**src/rtl/esdi_drive_serial_responder_pkg.sv**
```systemverilog
// esdi_pkg: shared frame sizes, responder states and parity helper for the ESDI drive serial responder.
package esdi_pkg;
  localparam int ESDI_FRAME_BITS = 17;
  localparam int ESDI_WORD_BITS = 16;
  typedef enum logic [2:0] {IDLE, CMD_BIT, CMD_CHECK, WAIT_RESP, STAT_BIT, DONE} esdi_state_e;
  function automatic logic odd_parity(input logic [ESDI_WORD_BITS-1:0] w);
    return ~^w;
  endfunction
endpackage

```
**src/rtl/esdi_bit_handshake.sv**
```systemverilog
// esdi_bit_handshake: per-bit req/ack sequencing with ack delay and mid-frame timeout.
module esdi_bit_handshake #(
  parameter int ACK_DELAY = 4,
  parameter int TIMEOUT_CYCLES = 65535
) (
  input  logic clk,
  input  logic rst,
  input  logic sreq_i,
  input  logic active_i,
  input  logic tmo_en_i,
  output logic bit_start_o,
  output logic bit_done_o,
  output logic timeout_o,
  output logic ack_o
);
  localparam int DW = $clog2(ACK_DELAY + 1);
  localparam int TW = $clog2(TIMEOUT_CYCLES + 1);
  typedef enum logic [1:0] {H_RISE, H_UP, H_FALL, H_DN} phase_e;
  phase_e phase_q;
  logic [DW-1:0] dly_q;
  logic [TW-1:0] tmo_q;
  logic sreq_prev_q, seen_low_q, edge_w, abort_w, dly_hit;
  assign edge_w = sreq_i ^ sreq_prev_q;
  assign dly_hit = dly_q == DW'(ACK_DELAY - 1);
  assign timeout_o = tmo_en_i && !edge_w && tmo_q == TW'(TIMEOUT_CYCLES - 1);
  assign abort_w = !active_i || timeout_o;
  // a rise is remembered as "seen low, now high" so one arriving while we are busy is taken later
  assign bit_start_o = !abort_w && phase_q == H_RISE && sreq_i && seen_low_q;
  assign bit_done_o = !abort_w && phase_q == H_DN && dly_hit;
  always_ff @(posedge clk) begin
    if (rst) begin
      phase_q <= H_RISE;
      dly_q <= '0;
      tmo_q <= '0;
      sreq_prev_q <= 1'b0;
      seen_low_q <= 1'b0;
      ack_o <= 1'b0;
    end else begin
      sreq_prev_q <= sreq_i;
      seen_low_q <= !sreq_i || (seen_low_q && !bit_start_o);
      tmo_q <= (!tmo_en_i || edge_w) ? '0 : tmo_q + TW'(1);
      dly_q <= ((phase_q == H_UP || phase_q == H_DN) && !dly_hit) ? dly_q + DW'(1) : '0;
      if (abort_w) begin
        phase_q <= H_RISE;
        ack_o <= 1'b0;
      end else begin
        case (phase_q)
          H_RISE: if (bit_start_o) phase_q <= H_UP;
          H_UP: if (dly_hit) begin
            ack_o <= 1'b1;
            phase_q <= H_FALL;
          end
          H_FALL: if (!sreq_i) phase_q <= H_DN;
          H_DN: if (dly_hit) begin
            ack_o <= 1'b0;
            phase_q <= H_RISE;
          end
          default: phase_q <= H_RISE;
        endcase
      end
    end
  end
endmodule

```
**src/rtl/esdi_drive_serial_responder.sv**
```systemverilog
// esdi_drive_serial_responder: drive-side ESDI serial command receiver and status transmitter.
module esdi_drive_serial_responder
  import esdi_pkg::*;
#(
  parameter int SYNC_STAGES = 2,
  parameter int ACK_DELAY = 4,
  parameter int TIMEOUT_CYCLES = 65535
) (
  input  logic        clk,
  input  logic        rst,
  input  logic        transfer_req,
  input  logic        command_data,
  output logic        transfer_ack,
  output logic        confstat_data,
  output logic        command_complete,
  output logic        attention,
  output logic        cmd_valid,
  output logic [15:0] cmd_word,
  input  logic        resp_valid,
  input  logic        resp_has_data,
  input  logic [15:0] resp_word,
  output logic        abort_err
);
  logic [SYNC_STAGES-1:0] req_sync_q, data_sync_q;
  logic sreq, sdata, bit_start, bit_done, timeout, hs_active, tmo_en, last_bit;
  esdi_state_e state_q;
  logic [4:0] bit_cnt_q;
  logic [ESDI_FRAME_BITS-1:0] cmd_sr_q, stat_sr_q;
  assign sreq = req_sync_q[SYNC_STAGES-1];
  assign sdata = data_sync_q[SYNC_STAGES-1];
  assign hs_active = state_q == IDLE || state_q == CMD_BIT || state_q == STAT_BIT;
  assign tmo_en = state_q == CMD_BIT || state_q == STAT_BIT;
  assign last_bit = bit_cnt_q == 5'(ESDI_FRAME_BITS - 1);
  always_ff @(posedge clk) begin
    if (rst) begin
      req_sync_q <= '0;
      data_sync_q <= '0;
    end else begin
      req_sync_q <= (req_sync_q << 1) | SYNC_STAGES'(transfer_req);
      data_sync_q <= (data_sync_q << 1) | SYNC_STAGES'(command_data);
    end
  end
  esdi_bit_handshake #(
    .ACK_DELAY(ACK_DELAY),
    .TIMEOUT_CYCLES(TIMEOUT_CYCLES)
  ) u_hs (
    .clk(clk),
    .rst(rst),
    .sreq_i(sreq),
    .active_i(hs_active),
    .tmo_en_i(tmo_en),
    .bit_start_o(bit_start),
    .bit_done_o(bit_done),
    .timeout_o(timeout),
    .ack_o(transfer_ack)
  );
  always_ff @(posedge clk) begin
    if (rst) begin
      state_q <= IDLE;
      bit_cnt_q <= '0;
      cmd_sr_q <= '0;
      stat_sr_q <= '0;
      confstat_data <= 1'b0;
      command_complete <= 1'b1;
      attention <= 1'b0;
      cmd_valid <= 1'b0;
      cmd_word <= '0;
      abort_err <= 1'b0;
    end else begin
      cmd_valid <= 1'b0;
      abort_err <= 1'b0;
      if (timeout) begin
        abort_err <= 1'b1;
        attention <= 1'b1;
        confstat_data <= 1'b0;
        state_q <= DONE;
      end else begin
        case (state_q)
          IDLE: if (bit_start) begin
            attention <= 1'b0;
            command_complete <= 1'b0;
            cmd_sr_q <= {cmd_sr_q[ESDI_FRAME_BITS-2:0], sdata};
            bit_cnt_q <= '0;
            state_q <= CMD_BIT;
          end
          CMD_BIT: begin
            if (bit_start) cmd_sr_q <= {cmd_sr_q[ESDI_FRAME_BITS-2:0], sdata};
            if (bit_done) begin
              bit_cnt_q <= bit_cnt_q + 5'd1;
              if (last_bit) state_q <= CMD_CHECK;
            end
          end
          CMD_CHECK: begin
            if (^cmd_sr_q) begin
              cmd_valid <= 1'b1;
              cmd_word <= cmd_sr_q[ESDI_FRAME_BITS-1:1];
              state_q <= WAIT_RESP;
            end else begin
              attention <= 1'b1;
              state_q <= DONE;
            end
          end
          WAIT_RESP: if (resp_valid) begin
            stat_sr_q <= {resp_word, odd_parity(resp_word)};
            bit_cnt_q <= '0;
            state_q <= resp_has_data ? STAT_BIT : DONE;
          end
          STAT_BIT: begin
            if (bit_start) begin
              confstat_data <= stat_sr_q[ESDI_FRAME_BITS-1];
              stat_sr_q <= {stat_sr_q[ESDI_FRAME_BITS-2:0], 1'b0};
            end
            if (bit_done) begin
              bit_cnt_q <= bit_cnt_q + 5'd1;
              if (last_bit) begin
                confstat_data <= 1'b0;
                state_q <= DONE;
              end
            end
          end
          DONE: begin
            command_complete <= 1'b1;
            state_q <= IDLE;
          end
          default: state_q <= IDLE;
        endcase
      end
    end
  end
endmodule

```
**config.mk**
```make
export PLATFORM = sky130hd
export DESIGN_NAME = esdi_drive_serial_responder
export DESIGN_NICKNAME = d
export VERILOG_FILES = /design/src/rtl/esdi_drive_serial_responder_pkg.sv /design/src/rtl/esdi_bit_handshake.sv /design/src/rtl/esdi_drive_serial_responder.sv
export SDC_FILE = /design/constraint.sdc
export NUM_CORES = 1
export LEC_CHECK = 0
export CORE_MARGIN = 1.5
export CORE_UTILIZATION = 34
export DETAILED_ROUTE_END_ITERATION = 7
export PLACE_DENSITY = 0.54
export REMOVE_ABC_BUFFERS = 1
export SYNTH_ARGS = -nofsm -noshare
export SYNTH_HDL_FRONTEND = slang
export SYNTH_HIERARCHICAL = 1
export SYNTH_SLANG_ARGS = --single-unit
```
**constraint.sdc**
```tcl
create_clock -name clk -period 2.4 [get_ports clk]
set_input_delay 0.36 -clock clk [delete_from_list [all_inputs] [get_ports clk]]
set_output_delay 0.36 -clock clk [all_outputs]
set_load 0.01 [all_outputs]
```
==> results of run 1 <==
==> worst register-to-register path, stage by stage (launching register included) <==
cell     delay [ns]
dfxtp_1        0.33
xnor2_1        0.20
xnor3_1        0.42
xnor3_1        0.39
or4_4          0.44
buf_12         0.18
mux2i_2        0.18
nor2_1         0.06
==> logic make-up after synthesis <==
logic type / share of synthesized area, %
adders and majority gates: 3.33
AOI/OAI and AO/OA: 9.34
and+or+nand+nor: 19.7
muxes: 8.23
DFF: 44.0
buffers and inverters: 4.26
xor gates and xnor gates: 11.1
==> cells in the mapped netlist, types with 8 or more instances <==
master and instances:
a211oi_1 17, nor2b_1 10, mux2i_1 34, a21oi_1 28, xnor2_1 25, clkbuf_1 23, ha_1 11, nand4_1 9
inv_1 10, nand2_1 50, xor2_1 17, nand3_1 8, dfxtp_1 91, nor2_1 69
==> registers in the layout (all words and copies together) (netlist names) <==
name / cells
cmd_valid: 1
req_sync_q: 2
cmd_sr_q: 17
u_hs/tmo_q: 16
bit_cnt_q: 5
data_sync_q: 2
u_hs/phase_q: 2
cmd_word: 16
u_hs/dly_q: 3
u_hs/ack_o: 1
confstat_data: 1
command_complete: 1
u_hs/sreq_prev_q: 1
u_hs/seen_low_q: 1
abort_err: 1
attention: 1
state_q: 3
stat_sr_q: 17
==> cell type report <==
type | instances | area, um^2
multi-input combinational | 326 | 2200
inverter | 10 | 37.5
clock inverter | 5 | 61.3
timing repair buffer | 66 | 636
fill | 1194 | 6770
sequential | 91 | 1830
tap | 147 | 184
clock buffer | 11 | 243
==> through the flow <==
step	cell area, um^2	power, mW	setup WS [ns]	std cells
floorplan	4000	1.76	-1.91	427
global placement	4830	1.87	0.126	640
detailed placement	4830	1.87	0.0205	640
CTS	5140	3.33	0.00821	656
global route	5190	3.43	-0.0236	656
finish	5190	3.29	0.0667	656
==> how the worst max path moves through the flow <==
| stage | from | end | slack, ns | cells past startpoint |
|---|---|---|---|---|
| 6_report | cmd_sr_q[16] | cmd_word[8] | 0.07 | 7 |
| 5_1_grt | state_q[2] | bit_cnt_q[4] | -0.02 | 12 |
| 4_1_cts | cmd_sr_q[13] | cmd_word[7] | 0.008 | 7 |
| 3_5_place_dp | cmd_sr_q[13] | cmd_word[7] | 0.02 | 7 |
| 3_3_place_gp | cmd_sr_q[13] | cmd_word[7] | 0.13 | 7 |
| 2_1_floorplan | state_q[2] | stat_sr_q[0] | -1.91 | 6 |
==> layer usage <==
metal / vias to the layer above / part of all wire [%] / routed length (um)
met3: 12 / 4.4 / 356
met2: 53 / 44 / 3590
met1: 1471 / 49 / 4010
met4: 0 / 2.2 / 183
met5: - / 0 / 0
li1: 1633 / - / -
==> timing repair <==
action	CTS	global route
endpoints found under the setup margin	0	20
hold buffers	0	0
gates resized for setup	0	14
setup buffers	0	0
==> power groups by stage <==
stage	Sequential (mW)	Combinational (mW)	Clock, mW
2_1_floorplan	1.59	0.170	0
3_3_place_gp	1.59	0.283	0
3_5_place_dp	1.59	0.287	0
4_1_cts	1.55	0.291	1.49
5_1_grt	1.56	0.328	1.55
6_report	1.55	0.293	1.44
==> metrics.cfg, run 1 <==
[yosys]
synthesis.instances=455
syn_area_per_cell_um2=9.09
synth-edff-count=0
ys_seq_elements=91
syn-cell-area_um2=4140
synth_flop_cell=dfxtp_1
async_flop_share_pct=0
synth_top_area_share_pct=44.0
synth.distinct_cells=44
yosys_warnings=6
yosys.area.top_type=dfxtp_1
ys_seq_area_share_pct=44.0
yosys-top-cells-area=dfxtp_1 (44%), mux2i_1 (8.2%), nor2_1 (6.3%)

[clock_tree]
root_buffer=clkbuf_16
clkSinkCount=91
h-tree-depth=3
insertion_delay_ns=0.35
cts_tree=yes
cts_buffer_depth=2
cts_inserted_buffers=9
clk_pin_slew_worst_paths_ns=0.07

[power]
netSwitchingFraction_pct=23.4
ir_drop_mv=0.358
seqPwrFrac_pct=47.2
internal_power_mw=2.52
p_per_area_nw_per_um2=634
switchingPower_uw=768
clock_power_share_pct=43.8
combPwrFrac_pct=8.9
p_leak_nw=2.00

[global_route]
grt_util_met3_pct=4.07
grt_pass1_wl_um=14100
grt_busiest_layer=met2
grt_use_total_pct=13.6
grt_max_degree=43
antenna_found_initial=0
grt_overflow=0
grtUsageMet1_pct=17.1
grtUsageMet2_pct=21.3
grt_pass1_vias=3074

[floorplanning]
fp.dieH_um=113
rows=40
io_pins=44
core-area_um2=12000
die_x_um=113
start_util_pct=34.6
dieArea_um2=12800

[sta]
setup_violations=0
finalMaxSlewViolations=0
min_period_ns=2.33
relSlewSlack_pct=69.8
hold_viol_final=0
min_period_over_period_pct=97.2
whs_ns=0.414
max_freq_ghz=0.429
rsz0062_at_grt=true
skew_ns=0.00830
tightest_slew_ns=0.453
final.setup.tns_ns=0

[setup_path]
path_buf_inv=1
ff2ff_path_depth=7
crit_fanout=17
crit_type=reg2reg
rrSetupSlack_ns=0.07
worstPathCellList=xnor2_1 -> xnor3_1 -> xnor3_1 -> or4_4 -> buf_12 -> mux2i_2 -> nor2_1
path_delay_family=XOR/XNOR gates
r2r-end=cmd_word[8]
crit_slowest_cell=or4_4
arrival_ns=2.55
startpoint_type=flip-flop
critPathMaxStageDelay_ns=0.44
cp_common_cell=xnor3_1
cp.required_ns=2.62
endpoint_kind=flip-flop
crit-reg2reg-launch=cmd_sr_q[16]

[final_layout]
nNetsFinal=537
syn2layout_area_growth_pct=25.5
layout_common_cells=dfxtp_1 (87), nor2_1 (67), nand2_1 (49)
post-route-util_pct=43.4
mostFrequentLayoutCell=dfxtp_1
drive_gt1_share_pct=12.2
diodes=0

[placed_design]
dp_hpwl_um=5530
port_buffers=43
gp_congestion=0.736

[detailed_routing]
dr_total_vias=3169
post_drt_via_cell_ratio=4.83
drt_wl_total_um=8140
drc=0
drt-pass1-iter-count=5
wl_per_cell_um=12.4
drt_iter0_drc=142
ant_nets=0

[worst_hold_path]
holdCritStartpoint=u_hs/dly_q[0]
min_path_cells=1
hp-class=reg2reg
hold_path_end=u_hs/dly_q[0]

[status]
outcome=finished, final reports clean

[run]
cap_violations=0

Power figures use the tool's default switching activity.
==> inputs of run 2 (changes only) <==
- GPL_TIMING_DRIVEN: default -> 0
==> metrics.cfg, run 2 (synthesis results as in run 1) <==
[setup_path]
cp.required_ns=2.61
endpoint_kind=flip-flop
cp_common_cell=xnor3_1
crit_slowest_cell=or4_4
rrSetupSlack_ns=0.02
r2r-end=cmd_word[7]
crit_fanout=5
worstPathCellList=xnor3_1 -> xnor3_1 -> xnor3_2 -> or4_4 -> mux2i_1 -> nor2_1
crit-reg2reg-launch=cmd_sr_q[11]
arrival_ns=2.58
crit_type=reg2reg
ff2ff_path_depth=6
critPathMaxStageDelay_ns=0.59
startpoint_type=flip-flop

[sta]
tightest_slew_ns=0.663
rsz0062_at_grt=true
finalMaxSlewViolations=0
max_freq_ghz=0.421
min_period_ns=2.38
setup_slack_ns=0.0239
min_period_over_period_pct=99.0
setup_violations=0
hold_viol_final=0
skew_ns=0.00725
relSlewSlack_pct=55.6

[clock_tree]
clkSinkCount=91
cts_tree=yes
h-tree-depth=3
insertion_delay_ns=0.34
root_buffer=clkbuf_16
cts_buffer_depth=2
cts_inserted_buffers=9
clk_pin_slew_worst_paths_ns=0.06

[placed_design]
gp_congestion=0.738
dp.cells=622
place_ws_ns=-0.626
dp_hpwl_um=5270
port_buffers=43

[final_layout]
layout_common_cells=dfxtp_1 (83), nor2_1 (66), nand2_1 (48)
mostFrequentLayoutCell=dfxtp_1
nNetsFinal=532
diodes=0
finalNonFillerCells=650
largestRegisters=cmd_sr_q x17, stat_sr_q x17
drive_gt1_share_pct=13.1
syn2layout_area_growth_pct=25.7

[floorplanning]
dieArea_um2=12800
rows=40
fp.dieH_um=113
die_x_um=113
io_pins=44
core-area_um2=12000
start_util_pct=34.6

[global_route]
grt_pass1_wl_um=14200
grt_overflow=0
grt_pass1_vias=2988
grt_max_degree=43
antenna_found_initial=0
grt_use_total_pct=13.9

[power]
p_leak_nw=1.97
switchingPower_uw=757
report.power.total_mw=3.38
p_per_area_nw_per_um2=650
ir_drop_mv=0.269
netSwitchingFraction_pct=22.4
seqPwrFrac_pct=46.0
clock_power_share_pct=45.4
combPwrFrac_pct=8.6
internal_power_mw=2.62

[detailed_routing]
wl_per_cell_um=12.7
drc=0
post_drt_via_cell_ratio=4.81
dr_total_vias=3125
drt-pass1-iter-count=4
drt_wl_total_um=8270
drt_iter0_drc=159
ant_nets=0

[worst_hold_path]
hp-class=reg2reg
holdCritStartpoint=u_hs/dly_q[0]
min_path_cells=1
hold_path_end=u_hs/dly_q[0]

[run]
cap_violations=0

[status]
outcome=finished, final reports clean

==> run 2: changes by cell type in the layout (fill, tap and decap cells not counted), sizes merged <==
cell / delta
or4: +2
buf: -7
clkbuf: -1
bufinv: +1
clkinv: -3
clkinvlp: +1
inv: +1
==> run 2: worst max-delay path by stage <==
| stage | slack [ns] | end | startpoint |
|---|---|---|---|
| global route | -0.09 | cmd_word[14] | cmd_sr_q[11] |
| floorplan | -1.91 | stat_sr_q[0] | state_q[2] |
| detailed placement | -0.63 | cmd_sr_q[14] | state_q[0] |
| finish | 0.02 | cmd_word[7] | cmd_sr_q[11] |
| global placement | -3.21 | stat_sr_q[0] | state_q[2] |
| CTS | -0.01 | bit_cnt_q[3] | state_q[0] |
==> run 2: power by group through the flow <==
stage | clock (mW) | sequential (mW) | combinational [mW]
floorplan | 0 | 1.59 | 0.170
global placement | 0 | 1.59 | 0.267
detailed placement | 0 | 1.59 | 0.276
CTS | 1.58 | 1.56 | 0.280
global route | 1.63 | 1.56 | 0.330
finish | 1.53 | 1.55 | 0.291
==> run 2: through the flow <==
stage                     util [%]  cell area, um^2  hold WS [ns]  setup TNS, ns
after floorplan                  -             4000         0.397         -43.74
after global placement        38.6             4610         0.407        -133.01
after detailed placement      39.2             4690         0.416         -28.84
after CTS                     42.7             5100         0.425        -0.0160
after global routing          43.5             5200         0.454         -0.787
final                         43.5             5200         0.420              0
==> run 2: final cells by class <==
type	instances	area [um^2]
clock buffers	10	239
flip-flops and latches	91	1840
repair buffers	59	573
well taps	147	184
fillers	1187	6760
multi-input cells	328	2250
clock inverters	5	85.1
inverters	10	37.5
==> run 2: what timing repair did <==
item | in CTS | in global routing
setup buffers | 3 | 8
gates resized for setup | 18 | 12
endpoints found under the setup margin | 61 | 58
pin swaps | 4 | 2
hold buffers | 0 | 0
cloned | 2 | 0
==> run 2: routing by layer <==
layer | GRT usage [%] | vias up | routed length, um
met5 | 0 | - | 0
met4 | 5.25 | 0 | 107
met3 | 4.23 | 6 | 301
met2 | 21.4 | 39 | 3720
met1 | 18.3 | 1456 | 4150
li1 | - | 1624 | -
==> run 2: critical path, delay by kind of cell (launching register included) <==
kind	cells	cell delay (ns)
muxes	1	0.19
xor gates and xnor gates	3	1.08
and+or+nand+nor	2	0.65
DFF	1	0.34
